**src/rtl/stream_pkg.sv**
```systemverilog
// Shared constants for the stream reader: parameter defaults and FSM encoding.
package stream_pkg;

   localparam int DEF_BEAT_BYTES = 8;
   localparam int DEF_FIFO_DEPTH = 4;

   typedef logic [1:0] state_t;

   localparam state_t ST_IDLE  = 2'd0;
   localparam state_t ST_ISSUE = 2'd1;
   localparam state_t ST_DRAIN = 2'd2;

endpackage

```
**src/rtl/stream_fifo.sv**
```systemverilog
// Synchronous beat FIFO with occupancy count; head reads as zero when empty.
module stream_fifo #(
   parameter int W     = 64,
   parameter int DEPTH = 4
) (
   input  logic                     clock,
   input  logic                     areset,
   input  logic                     push_i,
   input  logic [W-1:0]             din_i,
   input  logic                     pop_i,
   output logic [W-1:0]             dout_o,
   output logic [$clog2(DEPTH):0]   count_o
);

   localparam int AW = $clog2(DEPTH);

   logic [W-1:0] mem_q [DEPTH];
   logic [AW:0]  wr_q, rd_q;

   // Storage write; contents need no reset because the head is masked when empty.
   always_ff @(posedge clock) begin
      if (push_i) mem_q[wr_q[AW-1:0]] <= din_i;
   end

   // Pointers carry an extra wrap bit so full and empty are distinguishable.
   always_ff @(posedge clock or negedge areset) begin
      if (!areset) begin
         wr_q <= '0;
         rd_q <= '0;
      end else begin
         if (push_i) wr_q <= wr_q + 1'b1;
         if (pop_i)  rd_q <= rd_q + 1'b1;
      end
   end

   assign count_o = wr_q - rd_q;
   assign dout_o  = (count_o != '0) ? mem_q[rd_q[AW-1:0]] : '0;

endmodule

```
**src/rtl/stream_reader.sv**
```systemverilog
// Turns a (length, address) read command into beat-aligned memory reads and
// streams the returned beats out in order, issuing only when FIFO space is reserved.
module stream_reader
   import stream_pkg::*;
#(
   parameter int BEAT_BYTES = DEF_BEAT_BYTES,
   parameter int FIFO_DEPTH = DEF_FIFO_DEPTH
) (
   input  logic                    clock,
   input  logic                    areset,
   input  logic                    req_valid,
   output logic                    req_ready,
   input  logic [33:0]             req_len,
   input  logic [63:0]             req_addr_address,
   output logic                    inProgress,
   output logic                    data_valid,
   input  logic                    data_ready,
   output logic [8*BEAT_BYTES-1:0] data,
   output logic                    mem_ar_valid,
   input  logic                    mem_ar_ready,
   output logic [63:0]             mem_ar_addr,
   input  logic                    mem_r_valid,
   input  logic [8*BEAT_BYTES-1:0] mem_r_data,
   output logic                    err_unexpected
);

   localparam int OFS = $clog2(BEAT_BYTES);
   localparam int BW  = 35 - OFS;              // wide enough for ceil(2^34-1 / BEAT_BYTES)
   localparam int CW  = $clog2(FIFO_DEPTH) + 1;

   state_t        state_q, state_d;
   logic [63:0]   addr_q, addr_d;
   logic [BW-1:0] issue_q, issue_d;
   logic [BW-1:0] drain_q, drain_d;
   logic [CW-1:0] outst_q, outst_d;
   logic          err_q, err_d;

   logic [34:0]   len_rnd;
   logic [BW-1:0] beats_w;
   logic [CW-1:0] fifo_cnt;
   logic          ar_fire, d_fire, push, credit;

   assign len_rnd = {1'b0, req_len} + 35'(BEAT_BYTES - 1);
   assign beats_w = BW'(len_rnd >> OFS);

   // Outstanding responses already own a FIFO slot, so count them against depth.
   assign credit  = ({1'b0, fifo_cnt} + {1'b0, outst_q}) < (CW+1)'(FIFO_DEPTH);

   assign req_ready      = (state_q == ST_IDLE);
   assign inProgress     = (state_q != ST_IDLE);
   assign mem_ar_valid   = (state_q == ST_ISSUE) && credit;
   assign mem_ar_addr    = addr_q;
   assign ar_fire        = mem_ar_valid && mem_ar_ready;
   assign d_fire         = data_valid && data_ready;
   assign push           = mem_r_valid && (outst_q != '0);
   assign data_valid     = (fifo_cnt != '0);
   assign err_unexpected = err_q;

   stream_fifo #(.W(8*BEAT_BYTES), .DEPTH(FIFO_DEPTH)) u_fifo (
      .clock   (clock),
      .areset  (areset),
      .push_i  (push),
      .din_i   (mem_r_data),
      .pop_i   (d_fire),
      .dout_o  (data),
      .count_o (fifo_cnt)
   );

   // Command FSM: latch the aligned command, walk addresses, then drain remaining beats.
   always_comb begin
      state_d = state_q;
      addr_d  = addr_q;
      issue_d = issue_q;
      drain_d = drain_q;
      case (state_q)
         ST_IDLE: begin
            if (req_valid && beats_w != '0) begin
               state_d = ST_ISSUE;
               addr_d  = req_addr_address & ~64'(BEAT_BYTES - 1);
               issue_d = beats_w;
               drain_d = beats_w;
            end
         end
         ST_ISSUE: begin
            if (ar_fire) begin
               addr_d  = addr_q + 64'(BEAT_BYTES);
               issue_d = issue_q - BW'(1);
               if (issue_q == BW'(1)) state_d = ST_DRAIN;
            end
         end
         ST_DRAIN: begin
            if (d_fire && drain_q == BW'(1)) state_d = ST_IDLE;
         end
         default: state_d = ST_IDLE;
      endcase
      if (state_q != ST_IDLE && d_fire) drain_d = drain_q - BW'(1);
   end

   // Issue and response in the same cycle cancel; stray responses are dropped and flagged.
   always_comb begin
      outst_d = outst_q + CW'(ar_fire) - CW'(push);
      err_d   = err_q | (mem_r_valid && outst_q == '0);
   end

   // State registers, cleared immediately by reset so any command in flight is abandoned.
   always_ff @(posedge clock or negedge areset) begin
      if (!areset) begin
         state_q <= ST_IDLE;
         addr_q  <= '0;
         issue_q <= '0;
         drain_q <= '0;
         outst_q <= '0;
         err_q   <= 1'b0;
      end else begin
         state_q <= state_d;
         addr_q  <= addr_d;
         issue_q <= issue_d;
         drain_q <= drain_d;
         outst_q <= outst_d;
         err_q   <= err_d;
      end
   end

endmodule

```
**config.mk**
```make
export PLATFORM = sky130hd
export DESIGN_NAME = stream_reader
export DESIGN_NICKNAME = d
export VERILOG_FILES = /design/src/rtl/stream_pkg.sv /design/src/rtl/stream_fifo.sv /design/src/rtl/stream_reader.sv
export SDC_FILE = /design/constraint.sdc
export NUM_CORES = 1
export LEC_CHECK = 0
export CORE_MARGIN = 8
export CORE_UTILIZATION = 40
export DETAILED_ROUTE_END_ITERATION = 16
export PLACE_DENSITY = 0.72
export SKIP_LAST_GASP = 1
export SYNTH_ARGS = -nofsm -noshare
export SYNTH_HDL_FRONTEND = slang
export SYNTH_SLANG_ARGS = --single-unit
export TNS_END_PERCENT = 10
```
**constraint.sdc**
```tcl
create_clock -name clock -period 4.9 [get_ports clock]
set_clock_uncertainty 0.15 [all_clocks]
set_input_delay 0.98 -clock clock [delete_from_list [all_inputs] [get_ports clock]]
set_output_delay 0.98 -clock clock [all_outputs]
set_load 0.01 [all_outputs]
```
==> impl_results.md, run 1 <==
- Slew @ Worst Pin: 0.9981 ns
- Number of antenna violations at the first check in global routing: 5
- Die Width: 235.7 um
- LEAKAGE: between 8 and 9 nW
- Slew HR: 33.46%
- Core ar.: between 40000 and 50000 um^2
- WL final: ~56000 um
- Sw Pwr: 5.151 mW
- Worst EP required: between 3 and 4 ns
- Combinational cell fraction of total power: 44.8%
- Top FF cell, synth: edfxtp_1
- Yosys cell types: 88
- Final setup viols: 0
- Adder-Cell Fraction of Synth Area: 1.232%
- Xor and xnor area share after synthesis: between 1.5 and 2%
- Avg Inst Size Synth: 11.89 um^2
- Cell taking the most area after synthesis: edfxtp_1
- Final period util: 92.77%
- Pwr/cell area: 577.3 nW/um^2
- Vias in the first global route: between 10000 and 15000
- Routed len/inst: 22.02 um
- Crit. End Element: output port
- Clock network fraction of total power: 21.8%
- Mux contribution to synthesized area: around 8%
- H-tree depth: 2
- Drt drc: 0
- Die Footprint: about 56000 um^2
- Largest family of logic cells by synthesized area: simple AND/OR/NAND/NOR gates
- Worst Hold Class: primary input to async pin
- Synth Register Bits: 393
- Grt total ovfl: 0
- Clk pin slew, worst setup/hold paths: 0.06 ns
- Chip Height: roughly 240 um
- Max Fclk: 220.0 MHz
- Synth warnings: 0
- 1st-iter DRT viols: about 1300
- Clk buf depth: 3
- Worst-Skew Late Latency: around 0.57 ns
- CTS buffer count: 42
- Vias per inst: between 5 and 6
- Final net count: around 2100
- Vias: ~15000
- Critical Path Fanout Max: 4
- Post-DRT Antenna Nets: 0
- # port buffers: 294
- Seq pwr share: 33.5%
- Diodes inserted: 0
- Pre-antenna DRT Iters: 5
- Sequential area share after synthesis: a little under three fifths
- Hold_buf cts: 0
- Outcome: completed
- Post-place setup slack: 0.3644 ns
- Final Hold Vio Count: 0
- Top post-synthesis cells by area: edfxtp_1 40%, dfrtp_1 18%, mux4_2 7.5%
- Synth top area share: 39.82%
- IO Pins: 301
- Internal Power: 8.932 mW
- Max-slew violation count: 0
- Util after Layout: approximately half
- Largest net degree at the start of global routing: 182
- Setup TNS: 0 ns
- CTS tree: yes
- Global-route wire length before repair: ~87000 um
- Max capacitance violation total: 0
- Simple-Gate Fraction of Synth Area: 14.58%
- Startpoint class of the critical path: flip-flop
- Crit path time final: 4.546 ns
- Postcts setup bufs: 0
- Crit Path Category: flip-flop to output port
- DP HPWL: 38540 um
- Row Count: 80
- Post-synthesis compound-gate area fraction: between 10% and 20%
- Switching part of the total: 36.57%
- Synth Instances: 1623
- Starting Density: 40.51%
- Worst EP arrival: 3.42 ns
- CTS root buffer: clkbuf_16
- Proportion of layout cells with a drive suffix above 1: 11.88%
- # clock sinks: 393
- Maximum VDD drop: 0.6372 mV
- RSZ-0062 raised after global routing: false
- P&R area growth vs syn: 26.37%
- Setup ws final: 0.3542 ns
- EDFF count, synth: 256
- GRT Total Usage: 19.54%
- Async S/R FF share, synth: 34.86%
- Gpl congestion: 0.8971
- Synthesized area: 19300 um^2
## cells in the mapped netlist (38+ instances only)
cell type,number
mux4_2,64
nor3_1,38
edfxtp_1,256
nand2_1,120
a31oi_1,44
nand3_1,72
clkbuf_1,63
o21ai_0,94
a21oi_1,135
nor2b_1,65
nor2_1,95
dfrtp_1,137
## worst max-delay path, cell delays in order, from the launching register on
cell and delay, ns:
dfrtp_1 0.40, inv_1 0.15, ha_1 0.17, inv_1 0.04, fa_1 0.36, xnor3_1 0.34, ha_1 0.27, nor4_1 0.31
o21a_1 0.20, clkdlybuf4s50_1 0.61
## cell usage in the layout (no fill, tap or decap), types with 16 or more instances in the layout
cell and instances:
nor2_1 92, a21oi_1 135, and3_1 18, inv_1 31
xnor2_1 21, o21ai_0 94, edfxtp_1 256, a31oi_1 44
nand4_1 30, or3_1 19, dfrtp_1 135, nor4_1 26
nand3_1 72, buf_4 40, nand2_1 120, clkbuf_1 17
nor3_1 37, nor2b_1 65, o22ai_1 35, xor2_1 16
clkbuf_16 43, clkdlybuf4s50_1 293, mux4_2 64
## final cells by class
cell class              instances  area (um^2)
clock buffers                  62         1167
flip-flops and latches        393        11120
clock inverters                15        161.4
inverters                      32        120.1
repair buffers                341         3376
multi-input cells            1102         7679
fillers                      4132        23250
well taps                     615        769.5
## sequential cells by signal (all words and copies together) (netlist names)
register	cells
issue_q	32
u_fifo.mem_q	256
u_fifo.rd_q	3
outst_q	3
mem_ar_addr	61
u_fifo.wr_q	3
err_unexpected	1
state_q	2
drain_q	32
## kinds of logic after synthesis
kind of cell | count (synthesis)
AO/OA/AOI/OAI | 427
adder cells (fa/ha/maj) | 18
multiplexers | 74
other | 1
buffers and inverters | 130
flip-flops | 393
XOR/XNOR | 38
AND/OR/NAND/NOR | 542
## metrics by stage
step                hold slack (ns)  power (mW)  instances  instance area, um^2
finish                       0.2854       14.08       2560                24390
global placement             0.2974       10.99       2483                23060
global route                 0.3260       14.83       2560                24390
detailed placement           0.3017       11.08       2483                23060
floorplan                    0.2971       8.047       1625                19310
CTS                          0.2877       14.23       2560                24390
## layer usage
metal,up-vias,track usage [%],share of wire [%]
met4,8,5.482,2.4
met3,101,5.162,8.9
met5,-,0,0.092
met1,7492,25.36,40
li1,6850,-,-
met2,725,32.06,48
## power groups by stage
stage	registers [mW]	clock network, mW	logic (mW)
6_report	4.71	3.07	6.30
5_1_grt	4.78	3.27	6.77
4_1_cts	4.70	3.14	6.38
3_5_place_dp	4.76	0	6.32
3_3_place_gp	4.71	0	6.28
2_1_floorplan	4.69	0	3.36
## what timing repair did
action | CTS | global route
resized for setup | 0 | 1
endpoints found under the hold margin | 0 | 0
endpoints found under the setup margin | 0 | 1
## path summary, 6_finish.rpt
check	slack (ns)	to	start	depth (start not counted)
setup / recovery	0.35	mem_ar_valid	u_fifo.wr_q[0]	9
hold / removal	0.29	mem_ar_addr[7]	areset	1
setup reg to reg	0.79	issue_q[16]	u_fifo.wr_q[0]	14
hold reg to reg	0.31	err_unexpected	err_unexpected	1
max in group asynchronous	3.32	mem_ar_addr[41]	areset	2
min in group clock	0.31	err_unexpected	err_unexpected	1
(Power assumes the default switching activity.)
==> run 2: changes to the inputs <==
ABC_CLOCK_PERIOD_IN_PS = 4900   (was not set)
CTS_CLUSTER_DIAMETER = 60   (was not set)
GPL_TIMING_DRIVEN = 0   (was not set)
==> run 2 against run 1 <==
  * First-iteration DRC count up 32%
  * Wire length increased by 18%
  * Design area up 0.88%
  * Die area is the same
  * Critical endpoint is now data[18]
  * Largest power group unchanged
==> impl_results.md, run 2 (synthesis results as in run 1) <==
- Post-DRT Antenna Nets: 0
- 1st-iter DRT viols: 1705
- Crit Path Category: flip-flop to output port
- Final Hold Vio Count: 0
- CTS buffer count: between 40 and 50
- Finished Layout Cells: 2615
- H-tree depth: 2
- P&R area growth vs syn: 27.48%
- RSZ-0062 raised after global routing: true
- Outcome: completed
- Placed cell count: 2533
- Max Fclk: 207.0 MHz
- Vias in the first global route: 15730
- Grt total ovfl: 0
- Worst EP required: 3.77 ns
- IO Pins: 301
- Routed len/inst: 25.49 um
- Worst Hold Class: primary input to async pin
- Row Count: 80
- Post-route cell area: roughly 25000 um^2
- Startpoint class of the critical path: flip-flop
- Multi-input gate area: 7662 um^2
- Pre-antenna DRT Iters: 8
- Global-route wire length before repair: 100400 um
- Gpl congestion: 0.9585
- Final net count: 2149
- Pwr/cell area: 592.8 nW/um^2
- Worst-Skew Late Latency: 0.59 ns
- Postcts setup bufs: 0
- Number of antenna violations at the first check in global routing: 9
- Slew @ Worst Pin: 1.064 ns
- Max reg flops: 256
- LEAKAGE: 8.690 nW
- Most frequent cells in the layout: 286 x clkdlybuf4s50_1, 256 x edfxtp_1, 137 x dfrtp_1
- WL final: between 60000 and 70000 um
- Hold_ws: 0.2969 ns
- Util after Layout: 51.65%
- Maximum VDD drop: 0.4366 mV
- Vias per inst: ~6.1
- Starting Density: 40.51%
- Clk pin slew, worst setup/hold paths: 0.05 ns
- Max-slew violation count: 0
- Worst EP arrival: 3.70 ns
- CTS tree: yes
- Final period util: 98.61%
- # clock sinks: 393
- Clk buf depth: 3
- # port buffers: ~290
- Drt drc: 0
- Final setup viols: 0
- Post-place setup slack: -0.7472 ns
- Max capacitance violation total: 0
- Fillcell total: 4112
- Critical Path Fanout Max: 10
- Commonest non-fill, non-tap cell in the layout: clkdlybuf4s50_1
- DP HPWL: roughly 47000 um
- Total area of sequential cells: 11120 um^2
- Die Width: between 200 and 250 um
- Vias: 15840
- Core ar.: 47650 um^2
- Chip Height: roughly 240 um
- Slew HR: just under 30%
- Crit path time final: 4.832 ns
- Proportion of layout cells with a drive suffix above 1: a little under an eighth
- Die Footprint: around 56000 um^2
- Largest net degree at the start of global routing: 75
- Cell Area, Placed: 23110 um^2
- Hold_buf cts: 0
- Crit. End Element: output port
- Setup ws final: between 0.06 and 0.07 ns
- Reg2reg path depth: 14
- GRT Total Usage: between 20% and 30%
- CTS root buffer: clkbuf_16
==> run 2: cell types whose count changed in the layout (fill, tap and decap cells not counted), moves of 3 or more <==
cell,before,now
and2_2,4,1
and2_4,0,4
buf_1,0,10
buf_12,6,0
buf_16,0,5
buf_2,0,16
buf_4,40,6
clkbuf_1,17,61
clkbuf_2,0,10
clkbuf_4,0,4
clkdlybuf4s50_1,293,286
clkinv_1,6,2
clkinv_2,4,8
clkinvlp_4,0,5
==> run 2: final timing paths <==
check	start	to	slack (ns)
setup / recovery	u_fifo.rd_q[1]	data[18]	0.07
hold / removal	areset	mem_ar_addr[12]	0.30
setup reg to reg	u_fifo.rd_q[1]	mem_ar_addr[56]	0.32
hold reg to reg	err_unexpected	err_unexpected	0.32
max in group asynchronous	areset	mem_ar_addr[35]	3.43
min in group clock	err_unexpected	err_unexpected	0.32
==> run 2: where the power goes <==
part / internal [mW] / switching [mW] / leakage [nW]
combinational: 2.82 / 3.73 / 3.90
sequential: 4.29 / 0.415 / 4.09
clock: 1.91 / 1.42 / 0.697
==> run 2: per-layer routing <==
metal  vias up  routed length, um  global-route usage (%)
li1       6946                  -                       -
met1      7774              26660                   29.96
met2       929              30820                   36.75
met3       174               6509                   6.554
met4        12               2574                   9.665
met5         -                 85                       0
==> run 2: worst max-delay path, cell delays in order, from the launching register on <==
cell	delay, ns
dfrtp_1	0.42
clkbuf_4	0.27
clkbuf_4	0.27
inv_1	0.09
fa_1	0.43
xnor3_1	0.29
nor2_1	0.08
clkbuf_4	0.21
clkbuf_2	0.25
nor2b_1	0.25
clkdlybuf4s50_1	0.58
==> run 2: per-stage QoR <==
stage          power, mW  TNS (ns)
2_1_floorplan      8.047         0
3_3_place_gp       11.15   -574.36
3_5_place_dp       11.24    -60.29
4_1_cts            14.68   -0.1426
5_1_grt            15.30    -4.344
6_report           14.59         0
==> run 2: what timing repair did <==
| item | in CTS | in global routing |
|---|---|---|
| gates cloned | 0 | 0 |
| resized for setup | 15 | 8 |
| setup endpoints to repair | 163 | 150 |
==> run 2: cell type report <==
cell class / count / area share, %
Tap cell: 615 / 3.127
Clock buffer: 59 / 4.871
Antenna cell: 2 / 0.02034
Sequential cell: 393 / 45.17
Clock inverter: 22 / 1.073
Buffer: 97 / 1.825
Inverter: 32 / 0.4881
Multi-Input combinational cell: 1102 / 31.14
Timing Repair Buffer: 293 / 12.29
==> run 3: changes to the inputs <==
CTS_CLUSTER_SIZE = 8   (was not set)
==> run 3 against run 2 <==
  * Wire length increased by 0.35%
  * Worst setup slack worse by 0.024 ns
  * Largest power group unchanged
  * Hold slack lost 0.014 ns
  * Cell count about the same
  * Via count rose by 0.43%
  * Core utilization increased by 0.30 points
==> impl_results.md, run 3 (synthesis results as in run 1) <==
- Outcome: completed
- GRT Total Usage: 23.35%
- Power, Total: 14.85 mW
- RSZ-0062 raised after global routing: true
- Crit path time final: about 5 ns
- Max-slew violation count: 0
- Final period util: 99.11%
- Commonest non-fill, non-tap cell in the layout: clkdlybuf4s50_1
- Slew HR: 28.61%
- Vias: about 16000
- Grt total ovfl: 0
- CTS root buffer: clkbuf_16
- Maximum VDD drop: about 0.43 mV
- Row Count: 80
- Worst EP required: 3.77 ns
- Max Fclk: about 210 MHz
- Core ar.: 47650 um^2
- Slew @ Worst Pin: between 1 and 1.5 ns
- P&R area growth vs syn: 28.21%
- Worst EP arrival: 3.73 ns
- Fillcell total: 4076
- Starting Density: 40.51%
- Hold_ws: around 0.28 ns
- Max reg flops: 256
- Total area of sequential cells: 11120 um^2
- Die Width: 235.7 um
- Worst path cell trace: clkbuf_4, clkbuf_4, inv_1, fa_1, xnor3_1, nor2_1, clkbuf_4, clkbuf_2, nor2b_1, clkdlybuf4s50_1
- Critical Path Fanout Max: 10
- Reg2reg path depth: 14
- Crit Path Category: flip-flop to output port
- CP max stage cell: clkdlybuf4s50_1
- Most frequent cells in the layout: 286 x clkdlybuf4s50_1, 256 x edfxtp_1, 137 x dfrtp_1
- LEAKAGE: 8.753 nW
- Worst-Skew Late Latency: between 0.6 and 0.7 ns
- Final setup viols: 0
- H-tree depth: 2
- Global-route wire length before repair: 100700 um
- DP HPWL: ~47000 um
- Final net count: 2160
- Post-place setup slack: -0.7472 ns
- Cell Area, Placed: 23110 um^2
- Proportion of layout cells with a drive suffix above 1: between 10 and 15%
- Chip Height: 235.7 um
- # port buffers: between 200 and 300
- Clk pin slew, worst setup/hold paths: around 0.050 ns
- Most used cell, CP: clkbuf_4
- Startpoint class of the critical path: flip-flop
- Largest net degree at the start of global routing: 75
- Number of antenna violations at the first check in global routing: 10
- IO Pins: 301
- R2R Setup Slk: 0.37 ns
- Routed len/inst: 25.57 um
- Pwr/cell area: 599.8 nW/um^2
- Util after Layout: 51.95%
- Die Footprint: 55550 um^2
- Max capacitance violation total: 0
- Gpl congestion: about 0.96
- CTS tree: yes
- Crit. End Element: output port
- Vias per inst: 6.079
- 1st-iter DRT viols: between 1500 and 2000
- Setup ws final: 0.04372 ns
- Drt drc: 0
- Final Hold Vio Count: 0
- Post-DRT Antenna Nets: 0
- Clk buf depth: 3
- Vias in the first global route: 15870
- Pre-antenna DRT Iters: 7
- Multi-input gate area: 7662 um^2
- Crit path largest cell delay: 0.59 ns
- WL final: about 67000 um
- # clock sinks: 393
- Worst Hold Class: primary input to async pin
- CTS buffer count: 56
- Post-route cell area: 24750 um^2
## run 3: cell count changes in the layout (fill, tap and decap cells not counted)
cell / before / now
clkinvlp_4: 5 / 0
clkinv_16: 2 / 3
clkbuf_8: 2 / 0
clkbuf_2: 10 / 8
clkinv_2: 8 / 0
inv_16: 1 / 0
clkbuf_16: 45 / 56
diode_2: 2 / 4
bufinv_16: 3 / 1
clkinv_1: 2 / 0
clkbuf_1: 61 / 70
## run 3: path summary, 6_finish.rpt
kind,startpoint,end
worst min register to register,err_unexpected,err_unexpected
min in group clock,err_unexpected,err_unexpected
worst max register to register,u_fifo.rd_q[1],mem_ar_addr[56]
worst min-delay path,areset,mem_ar_addr[14]
max in group asynchronous,areset,mem_ar_addr[35]
worst max-delay path,u_fifo.rd_q[1],data[11]
## run 3: worst max-delay path: cells and delay by family (launching register included)
kind	cells	cell delay (ns)
xor+xnor	1	0.29
fa+ha+maj	1	0.43
simple gates	2	0.32
buf+inv	6	1.66
flops	1	0.43
## run 3: repair_timing
item,4_1_cts,5_1_grt
hold buffers,0,0
setup endpoints to repair,163,151
setup buffers,0,0
resized for setup,13,7
## run 3: layout make-up
| cell class | instances | share of cell area, % |
|---|---|---|
| Sequential cell | 393 | 44.91 |
| Multi-Input combinational cell | 1102 | 30.96 |
| Timing Repair Buffer | 293 | 12.22 |
| Clock buffer | 75 | 5.950 |
| Tap cell | 615 | 3.109 |
| Buffer | 97 | 1.805 |
| Clock inverter | 5 | 0.5207 |
| Inverter | 32 | 0.4853 |
| Antenna cell | 4 | 0.04044 |
## run 3: layer usage
layer  part of all wire (%)  wire length [um]  track usage, %
met4                    4.0              2657           9.552
met5                   0.10                70               0
met2                     46             30620           36.85
met3                    9.7              6476           6.203
met1                     40             27050           30.33
## run 3: per-stage QoR
stage          TNS, ns  std cells
2_1_floorplan        0       1625
3_3_place_gp   -574.36       2528
3_5_place_dp    -60.29       2533
4_1_cts        -0.8717       2613
5_1_grt         -5.877       2614
6_report             0       2616
## run 3: power breakdown
group	internal [mW]	total, mW	switching, mW
clock network	2.13	3.58	1.45
logic	2.82	6.55	3.73
registers	4.30	4.71	0.414
total	9.25	14.8	5.60
